$ cat config.mk
export PLATFORM = sky130hd
export DESIGN_NAME = mdu_ctrl
export DESIGN_NICKNAME = d
export VERILOG_FILES = /design/src/rtl/mdu_ctrl_pkg.sv /design/src/rtl/mdu_ctrl_div_core.sv /design/src/rtl/mdu_ctrl.sv
export SDC_FILE = /design/constraint.sdc
export NUM_CORES = 2
export LEC_CHECK = 0
export ABC_AREA = 1
export BUFFER_PORTS_ARGS = -buffer_cell sky130_fd_sc_hd__buf_2
export CORE_MARGIN = 5
export CORE_UTILIZATION = 25
export CTS_BUF_LIST = sky130_fd_sc_hd__clkbuf_4 sky130_fd_sc_hd__clkbuf_8 sky130_fd_sc_hd__clkbuf_16
export CTS_CLUSTER_SIZE = 8
export DETAILED_ROUTE_END_ITERATION = 12
export GPL_TIMING_DRIVEN = 0
export SYNTH_ARGS = -nofsm -noshare
export SYNTH_HDL_FRONTEND = slang
export SYNTH_SLANG_ARGS = --single-unit
$ cat constraint.sdc
create_clock -name clk -period 13 [get_ports clk]
set_input_delay 0.65 -clock clk [delete_from_list [all_inputs] [get_ports clk]]
set_output_delay 0.65 -clock clk [all_outputs]
set_load 0.005 [all_outputs]
$ cat src/rtl/mdu_ctrl_pkg.sv
// ============================================================================
// mdu_ctrl_pkg : shared ALU op codes, FSM states and op decode helpers
// Revision     : 1.0
// ============================================================================
`default_nettype none

package mdu_ctrl_pkg;

    localparam int MDU_WIDTH = 32;

    localparam logic [7:0] ADD_OP   = 8'h20;
    localparam logic [7:0] MULT_OP  = 8'h18;
    localparam logic [7:0] MULTU_OP = 8'h19;
    localparam logic [7:0] DIV_OP   = 8'h1A;
    localparam logic [7:0] DIVU_OP  = 8'h1B;

    typedef enum logic [1:0] {
        S_IDLE    = 2'd0,
        S_MUL     = 2'd1,
        S_DIV_RUN = 2'd2,
        S_DONE    = 2'd3
    } mdu_state_e;

    function automatic logic is_mdu_op(input logic [7:0] op);
        return (op == MULT_OP) || (op == MULTU_OP) || (op == DIV_OP) || (op == DIVU_OP);
    endfunction

    function automatic logic is_div_op(input logic [7:0] op);
        return (op == DIV_OP) || (op == DIVU_OP);
    endfunction

    function automatic logic is_signed_op(input logic [7:0] op);
        return (op == MULT_OP) || (op == DIV_OP);
    endfunction

endpackage

`default_nettype wire

$ cat src/rtl/mdu_ctrl_div_core.sv
// ============================================================================
// div_core : radix-2 restoring divider with magnitude setup and sign fix-up
// Revision : 1.0
// ============================================================================
`default_nettype none

module div_core #(
    parameter int WIDTH      = 32,
    parameter int DIV_CYCLES = 32
) (
    input  logic             clk,
    input  logic             resetn,
    input  logic             start_i,
    input  logic             abort_i,
    input  logic             signed_i,
    input  logic [WIDTH-1:0] a_i,
    input  logic [WIDTH-1:0] b_i,
    output logic             done_o,
    output logic [WIDTH-1:0] quo_o,
    output logic [WIDTH-1:0] rem_o
);

    localparam int            CW   = $clog2(DIV_CYCLES);
    localparam logic [CW-1:0] LAST = CW'(DIV_CYCLES - 1);

    logic             run_q;
    logic             dz_q;
    logic             neg_quo_q;
    logic             neg_rem_q;
    logic [CW-1:0]    cnt_q;
    logic [WIDTH-1:0] quo_q;
    logic [WIDTH-1:0] rem_q;
    logic [WIDTH-1:0] dvs_q;

    logic [WIDTH:0]   rem_sh;
    logic [WIDTH:0]   rem_sub;
    logic             fits;
    logic [WIDTH-1:0] rem_d;
    logic [WIDTH-1:0] quo_d;
    logic [WIDTH-1:0] mag_a;
    logic [WIDTH-1:0] mag_b;

    assign mag_a = (signed_i && a_i[WIDTH-1]) ? (~a_i + 1'b1) : a_i;
    assign mag_b = (signed_i && b_i[WIDTH-1]) ? (~b_i + 1'b1) : b_i;

    // One restoring step: shift in the next dividend bit, subtract if it fits.
    assign rem_sh  = {rem_q, quo_q[WIDTH-1]};
    assign rem_sub = rem_sh - {1'b0, dvs_q};
    assign fits    = ~rem_sub[WIDTH];
    assign rem_d   = fits ? rem_sub[WIDTH-1:0] : rem_sh[WIDTH-1:0];
    assign quo_d   = {quo_q[WIDTH-2:0], fits};

    assign done_o = run_q && (dz_q || (cnt_q == LAST));
    assign quo_o  = dz_q ? '1    : (neg_quo_q ? (~quo_d + 1'b1) : quo_d);
    assign rem_o  = dz_q ? rem_q : (neg_rem_q ? (~rem_d + 1'b1) : rem_d);

    always_ff @(posedge clk or negedge resetn) begin
        if (!resetn) begin
            run_q     <= 1'b0;
            dz_q      <= 1'b0;
            neg_quo_q <= 1'b0;
            neg_rem_q <= 1'b0;
            cnt_q     <= '0;
            quo_q     <= '0;
            rem_q     <= '0;
            dvs_q     <= '0;
        end else if (abort_i) begin
            run_q <= 1'b0;
        end else if (start_i) begin
            run_q     <= 1'b1;
            cnt_q     <= '0;
            dz_q      <= (b_i == '0);
            dvs_q     <= mag_b;
            quo_q     <= mag_a;
            // A zero divisor returns the raw dividend as the remainder.
            rem_q     <= (b_i == '0) ? a_i : '0;
            neg_quo_q <= signed_i && (a_i[WIDTH-1] ^ b_i[WIDTH-1]);
            neg_rem_q <= signed_i && a_i[WIDTH-1];
        end else if (run_q) begin
            if (done_o) begin
                run_q <= 1'b0;
            end else begin
                cnt_q <= cnt_q + CW'(1);
                rem_q <= rem_d;
                quo_q <= quo_d;
            end
        end
    end

endmodule

`default_nettype wire

$ cat src/rtl/mdu_ctrl.sv
// ============================================================================
// mdu_ctrl : EX-stage multiply/divide sequencer producing the {hi,lo} result
// Revision : 1.0
// ============================================================================
`default_nettype none

module mdu_ctrl
    import mdu_ctrl_pkg::*;
#(
    parameter int WIDTH      = MDU_WIDTH,
    parameter int DIV_CYCLES = WIDTH
) (
    input  logic             clk,
    input  logic             resetn,
    input  logic             start_i,
    input  logic [7:0]       op_i,
    input  logic [WIDTH-1:0] a_i,
    input  logic [WIDTH-1:0] b_i,
    input  logic             flush_i,
    input  logic             hold_i,
    output logic             stall_o,
    output logic             busy_o,
    output logic             done_o,
    output logic [WIDTH-1:0] hi_o,
    output logic [WIDTH-1:0] lo_o
);

    mdu_state_e       state_q;
    logic [WIDTH-1:0] a_q;
    logic [WIDTH-1:0] b_q;
    logic             sgn_q;
    logic [WIDTH-1:0] hi_q;
    logic [WIDTH-1:0] lo_q;

    logic             accept;
    logic [2*WIDTH-1:0] ext_a;
    logic [2*WIDTH-1:0] ext_b;
    logic [2*WIDTH-1:0] prod;
    logic             div_done;
    logic [WIDTH-1:0] div_quo;
    logic [WIDTH-1:0] div_rem;

    assign accept = (state_q == S_IDLE) && start_i && !flush_i && is_mdu_op(op_i);

    // Low 2W bits of the product of extended operands are correct for both signednesses.
    assign ext_a = sgn_q ? {{WIDTH{a_q[WIDTH-1]}}, a_q} : {{WIDTH{1'b0}}, a_q};
    assign ext_b = sgn_q ? {{WIDTH{b_q[WIDTH-1]}}, b_q} : {{WIDTH{1'b0}}, b_q};
    assign prod  = ext_a * ext_b;

    div_core #(
        .WIDTH      (WIDTH),
        .DIV_CYCLES (DIV_CYCLES)
    ) u_div_core (
        .clk      (clk),
        .resetn   (resetn),
        .start_i  (accept && is_div_op(op_i)),
        .abort_i  (flush_i),
        .signed_i (is_signed_op(op_i)),
        .a_i      (a_i),
        .b_i      (b_i),
        .done_o   (div_done),
        .quo_o    (div_quo),
        .rem_o    (div_rem)
    );

    always_ff @(posedge clk or negedge resetn) begin
        if (!resetn) begin
            state_q <= S_IDLE;
            a_q     <= '0;
            b_q     <= '0;
            sgn_q   <= 1'b0;
            hi_q    <= '0;
            lo_q    <= '0;
        end else if (flush_i) begin
            state_q <= S_IDLE;
        end else begin
            case (state_q)
                S_IDLE: begin
                    if (accept) begin
                        a_q     <= a_i;
                        b_q     <= b_i;
                        sgn_q   <= is_signed_op(op_i);
                        state_q <= is_div_op(op_i) ? S_DIV_RUN : S_MUL;
                    end
                end
                S_MUL: begin
                    {hi_q, lo_q} <= prod;
                    state_q      <= S_DONE;
                end
                S_DIV_RUN: begin
                    if (div_done) begin
                        hi_q    <= div_rem;
                        lo_q    <= div_quo;
                        state_q <= S_DONE;
                    end
                end
                S_DONE: begin
                    if (!hold_i) begin
                        state_q <= S_IDLE;
                    end
                end
                default: state_q <= S_IDLE;
            endcase
        end
    end

    assign stall_o = accept || (state_q == S_MUL) || (state_q == S_DIV_RUN);
    assign busy_o  = (state_q != S_IDLE);
    assign done_o  = (state_q == S_DONE);
    assign hi_o    = hi_q;
    assign lo_o    = lo_q;

endmodule

`default_nettype wire

* Word-level counts from Yosys, hierarchy flattened *
Cells that the tools add are included.

word-level totals
  flip-flop bits (word level) = 236
  bits in latches = 0
  RAM bits = 0
  ROM bits = 0
  output and inout port bits = 67
  word-level logic and storage cells = 101
  memories = 0

cells by class
  $add $sub $neg = 6
  multipliers = 1
  divide/modulo/power cells = 0
  order comparisons = 0
  eq/ne operators = 13
  shift operators = 0
  multiplexer cells = 33
  bitwise logic cells = 7
  reductions and logical operators = 27

operator list
  cell                                                   count
  two-way mux 32 bit                                     16
  adder 32 x 1 -> 32 bit, second input constant          4
  two-way mux 64 bit                                     2
  inverter 32 bit                                        4
  one-hot mux 32 bit (2 select lines)                    2
  multiplier 64 x 64 -> 64 bit                           1
  subtractor 33 x 32 -> 33 bit                           1
  equality test 8 x 5 -> 1 bit, second input constant    4
  logical NOT 32 bit                                     1
  two-way mux 5 bit                                      3
  AND reduction 3 bit                                    4
  two-way mux 2 bit                                      5
  inequality test 3 bit, second input constant           3
  logical AND 1 bit                                      8
  logical OR 1 bit                                       8
  one-hot mux 2 bit (4 select lines)                     1
  nonzero test 2 bit                                     3
  adder 5 x 1 -> 5 bit, second input constant            1
  equality test 5 bit, second input constant             1
  equality test 2 bit, second input constant             2
  two-way mux 1 bit                                      4
  equality test 2 x 1 -> 1 bit, second input constant    1
  logical NOT 2 bit                                      1
  inequality test 2 x 1 -> 1 bit, second input constant  1
  other kinds (5)                                        6

* Longest topological paths before layout *
  depth after elaboration = 8
  depth in mapped cells = 44
  depth with buffers taken out = 43

* By module *
Synthesis repeated with hierarchy kept, for this count alone.

unflattened totals
  cells, all modules = 8755
  area total of the unflattened synthesis = 66998.0 um2

modules (own cells, without submodules)
  module    times used  cells an instance  area each (um2)  sequential area each (um2)
  mdu_ctrl  1           6865               55615.8          3278.1
  div_core  1           1890               11382.2          2627.5

* Worst setup path before layout *
OpenSTA, ideal clock, no wires.

  path type = register to register
  start = register a_q[31]
  end = register hi_q[30], in the netlist hi_o[30]
  setup time = 73 ps
  data arrival time = 8779 ps
  data required time = 12927 ps
  path slack = 4148 ps
  stages on the path, launching flop included = 33
  clock period less this slack = 8852 ps
  path through = dfrtp_1 > clkbuf_1 > nand2_1 > clkinv_1 > clkbuf_1 > nand2_1 > fa_1 > inv_1 > fa_1 > fa_1 > inv_1 > fa_1 > inv_1 > fa_1 > fa_1 > fa_1 > fa_1 > fa_1 > inv_1 > fa_1 > inv_1 > ha_1 > a21oi_1 > inv_1 > a31oi_1 > nor2_1 > a2111oi_0 > nand2_1 > nand2_1 > nand3_1 > nand2_1 > inv_1 > a21oi_2

on the way
  cells in the longest elaborated chain, start to end = 3

ends and longest elaborated chain
  what                                 RTL line        RTL
  from (decl)                          mdu_ctrl.sv:29  logic [WIDTH-1:0] a_q;
  from (signal assigned)               mdu_ctrl.sv:80  a_q <= a_i;
  two-way mux 64 bit                   mdu_ctrl.sv:46  assign ext_a = sgn_q ? {{WIDTH{a_q[WIDTH-1]}}, a_q} : {{WIDTH{1'b0}}, a_q};
  multiplier 64 x 64 -> 64 bit         mdu_ctrl.sv:48  assign prod = ext_a * ext_b;
  one-hot mux 32 bit (2 select lines)  mdu_ctrl.sv:77  case (state_q)
  to (signal assigned)                 mdu_ctrl.sv:87  {hi_q, lo_q} <= prod;
  to (signal assigned)                 mdu_ctrl.sv:92  hi_q <= div_rem;
  to (decl)                            mdu_ctrl.sv:32  logic [WIDTH-1:0] hi_q;

No other way between the ends.
A chain may end at the register's enable or synchronous reset.

* Final worst setup path *
  start = register a_q[31]
  end = register hi_q[23], in the netlist hi_o[23]

Same word-level chain as after synthesis.

==> run_results.csv <==
group,metric,value,unit
final_layout,fin_nets,10567,
hold_path,holdCritPathClass,"input pin to asynchronous set/reset pin",
setup_path,critPathLaunchType,"register",
synthesis,netlist-cell-type-count,57,
synthesis,ys_ff_latch,236,
clock_tree,hold_buffers,0,
global_routing,grt_pass1_vias,58401,
power,power.density,64.4,nW/um^2
setup_path,crit_path_frequent_cell,"fa_1",
clock_tree,numCtsBuffers,36,
sta,hold_viol,0,
clock_tree,postCtsSetupRepairBufs,0,
sta,worstMarginPinSlew,1610,ps
sta,fmaxAchievable,0.0798,GHz
final_layout,nFillCells,28977,
detailed_routing,wire_per_inst,22.9,um
global_routing,gr-total-overflow,0,
sta,drv_slew,41,
setup_path,r2r_setup_slack,460,ps
final_layout,synthToLayoutAreaGrowth,9.44,%
clock_tree,clk_pin_slew,50,ps
final_layout,drive_gt1_frac,0.0331,
synthesis,syn-num-nets,10383,
placement,dp_slack,642,ps
outcome,violations,"capacitance limit, slew limit",
sta,holdWs,7.16,ps
floorplan,initial_core_util,0.251,
floorplan,die_x,524,um
clock_tree,clk_latency,560,ps
setup_path,path_delay_family,"adder cells",
global_routing,grt_max_degree,111,
global_routing,antenna_found_initial,22,
sta,finalSetupViolations,0,
setup_path,reg2regPathDepth,32,
synthesis,avgSynthCellArea,7.73,um^2
setup_path,reg2reg_to,"hi_o[23]",
sta,fin_crit_sh,0.964,
detailed_routing,totalWireLength,281000,um
synthesis,synth_edf_count,0,
sta,setup_tns,0,ps
sta,fin_skew,23.9,ps
setup_path,cp_slowest_cell,"fa_1",
final_layout,layout_common_cells,"inv_1, nand2_1, fa_1",
synthesis,yosysWarnings,0,
setup_path,crit_start,"a_q[31]",
detailed_routing,drc,0,
outcome,status,"finished with violations",
setup_path,cp_max_fo,10,
detailed_routing,drt_iter0_markers,5926,
detailed_routing,dr_total_vias,56684,
setup_path,cp.arrival,13020,ps
power,power,4.65,mW
detailed_routing,ant_nets,0,
setup_path,path_buf_inv,10,
sta,rsz0062_at_grt,"false",
final_layout,multi_input_area,49000,um^2
floorplan,die-area,274000,um^2
synthesis,async_flop_share,1.00,
floorplan,core,263000,um^2
clock_tree,cts_resized,0,
setup_path,critical_path_class,"register to register",
global_routing,grt_use_total,0.203,
placement,gp_congestion,1.02,
floorplan,rows,188,
synthesis,yosysSeqAreaShare,0.0895,
sta,post-route-min-period,12540,ps
setup_path,required,13480,ps
synthesis,synth_flop_cell,"dfrtp_1",
synthesis,netlist_area,66000,um^2
placement,portBuffers,143,
detailed_routing,first_pass_iters,8,
synthesis,netlist_instances,8536,
sta,setup_slack,465,ps
clock_tree,clockRootBuffer,"clkbuf_16",
run,drv_cap,6,
setup_path,r2r-start,"a_q[31]",
final_layout,regArea,5910,um^2
clock_tree,cts_tree,"yes",
floorplan,design.portCount,144,
final_layout,final_common_cell,"inv_1",
clock_tree,h-tree-depth,2,
placement,hpwl,239000,um
setup_path,crit_path_max_incr_delay,950,ps
global_routing,grt_pass1_wl,405000,um
clock_tree,cts_num_sinks,236,
detailed_routing,viasPerCell,4.63,
floorplan,die_h,524,um
power,ir_worst_vdd,101,uV
sta,timing.slew.headroom,-0.0730,
clock_tree,clockBufferDepth,3,
setup_path,endpoint_kind,"register",
power,p_leak,40.7,nW
## where the power goes
| part | internal [mW] | switching (mW) |
|---|---|---|
| sequential | 0.858 | 0.171 |
| combinational | 0.802 | 1.92 |
| clock | 0.529 | 0.368 |
## worst max path at each step
stage,slack (ps),to,cells after the start
floorplan,4150,hi_o[30],32
global placement,570,hi_o[23],32
detailed placement,640,hi_o[23],32
CTS,560,hi_o[23],32
global route,160,hi_o[23],32
finish,460,hi_o[23],32
## flip-flops by register name, indices dropped and copies added, names as in the netlist, 2 cells and up
name,count
a_q,32
lo_o,32
u_div_core.quo_q,32
u_div_core.rem_q,32
u_div_core.dvs_q,32
state_q,2
b_q,32
hi_o,32
u_div_core.cnt_q,5
## cells in the mapped netlist (5+ instances only)
library cell	n	area, um^2
a21oi_1	243	1220
clkbuf_1	338	1270
clkinv_1	5	18.8
a22oi_1	31	233
nand2_2	17	106
buf_2	5	25.0
or2_2	13	81.3
o31ai_1	6	45.0
nor2_1	384	1440
nand3_1	182	911
a31oi_1	51	319
inv_1	2552	9580
xnor2_1	40	350
o21a_1	6	45.0
o211ai_1	14	105
nor2_2	13	81.3
o21ai_1	8	40.0
buf_1	10	37.5
o22ai_1	6	37.5
xor2_1	95	832
o21bai_1	16	120
dfrtp_1	236	5910
nor4_1	13	81.3
o21ai_0	301	1510
o221ai_1	9	78.8
inv_2	6	22.5
nor3_1	46	230
nand2_4	5	56.3
a21oi_2	5	43.8
nand3b_1	9	67.6
nand4_1	24	150
fa_1	1420	28400
ha_1	350	4380
nand2_1	2018	7570
a21o_1	15	113
## layer usage
layer	GRT usage	vias up	wire length, um
li1	-	24754	-
met1	0.270	28020	112000
met2	0.303	3241	117000
met3	0.0530	663	32900
met4	0.109	6	19300
met5	0	-	38
## per-stage QoR
stage,instance area [um^2],util,std cells
after global placement,71100,0.271,12194
after floorplan,66000,-,8536
after CTS,72200,0.275,12242
after global routing,72200,0.275,12242
final,72200,0.275,12246
after detailed placement,71200,0.271,12197
## area by class of cell
cell class / instances / share of cell area
diodes: 4 / 0.000139
plain buffers: 362 / 0.0198
clock buffers: 42 / 0.0137
clock inverters: 3 / 0.000312
inverters: 2563 / 0.133
multi-input cells: 5375 / 0.679
flip-flops and latches: 236 / 0.0818
well taps: 3515 / 0.0609
repair buffers: 146 / 0.0111
## logic make-up after synthesis
logic type / after synthesis / synth area share
AO/OA/AOI/OAI: 725 / 0.0612
adder cells (fa/ha/maj): 1770 / 0.497
buffers and inverters: 2925 / 0.167
AND/OR/NAND/NOR: 2745 / 0.167
flip-flops: 236 / 0.0895
XOR/XNOR: 135 / 0.0179
Power figures use the tool's default switching activity.
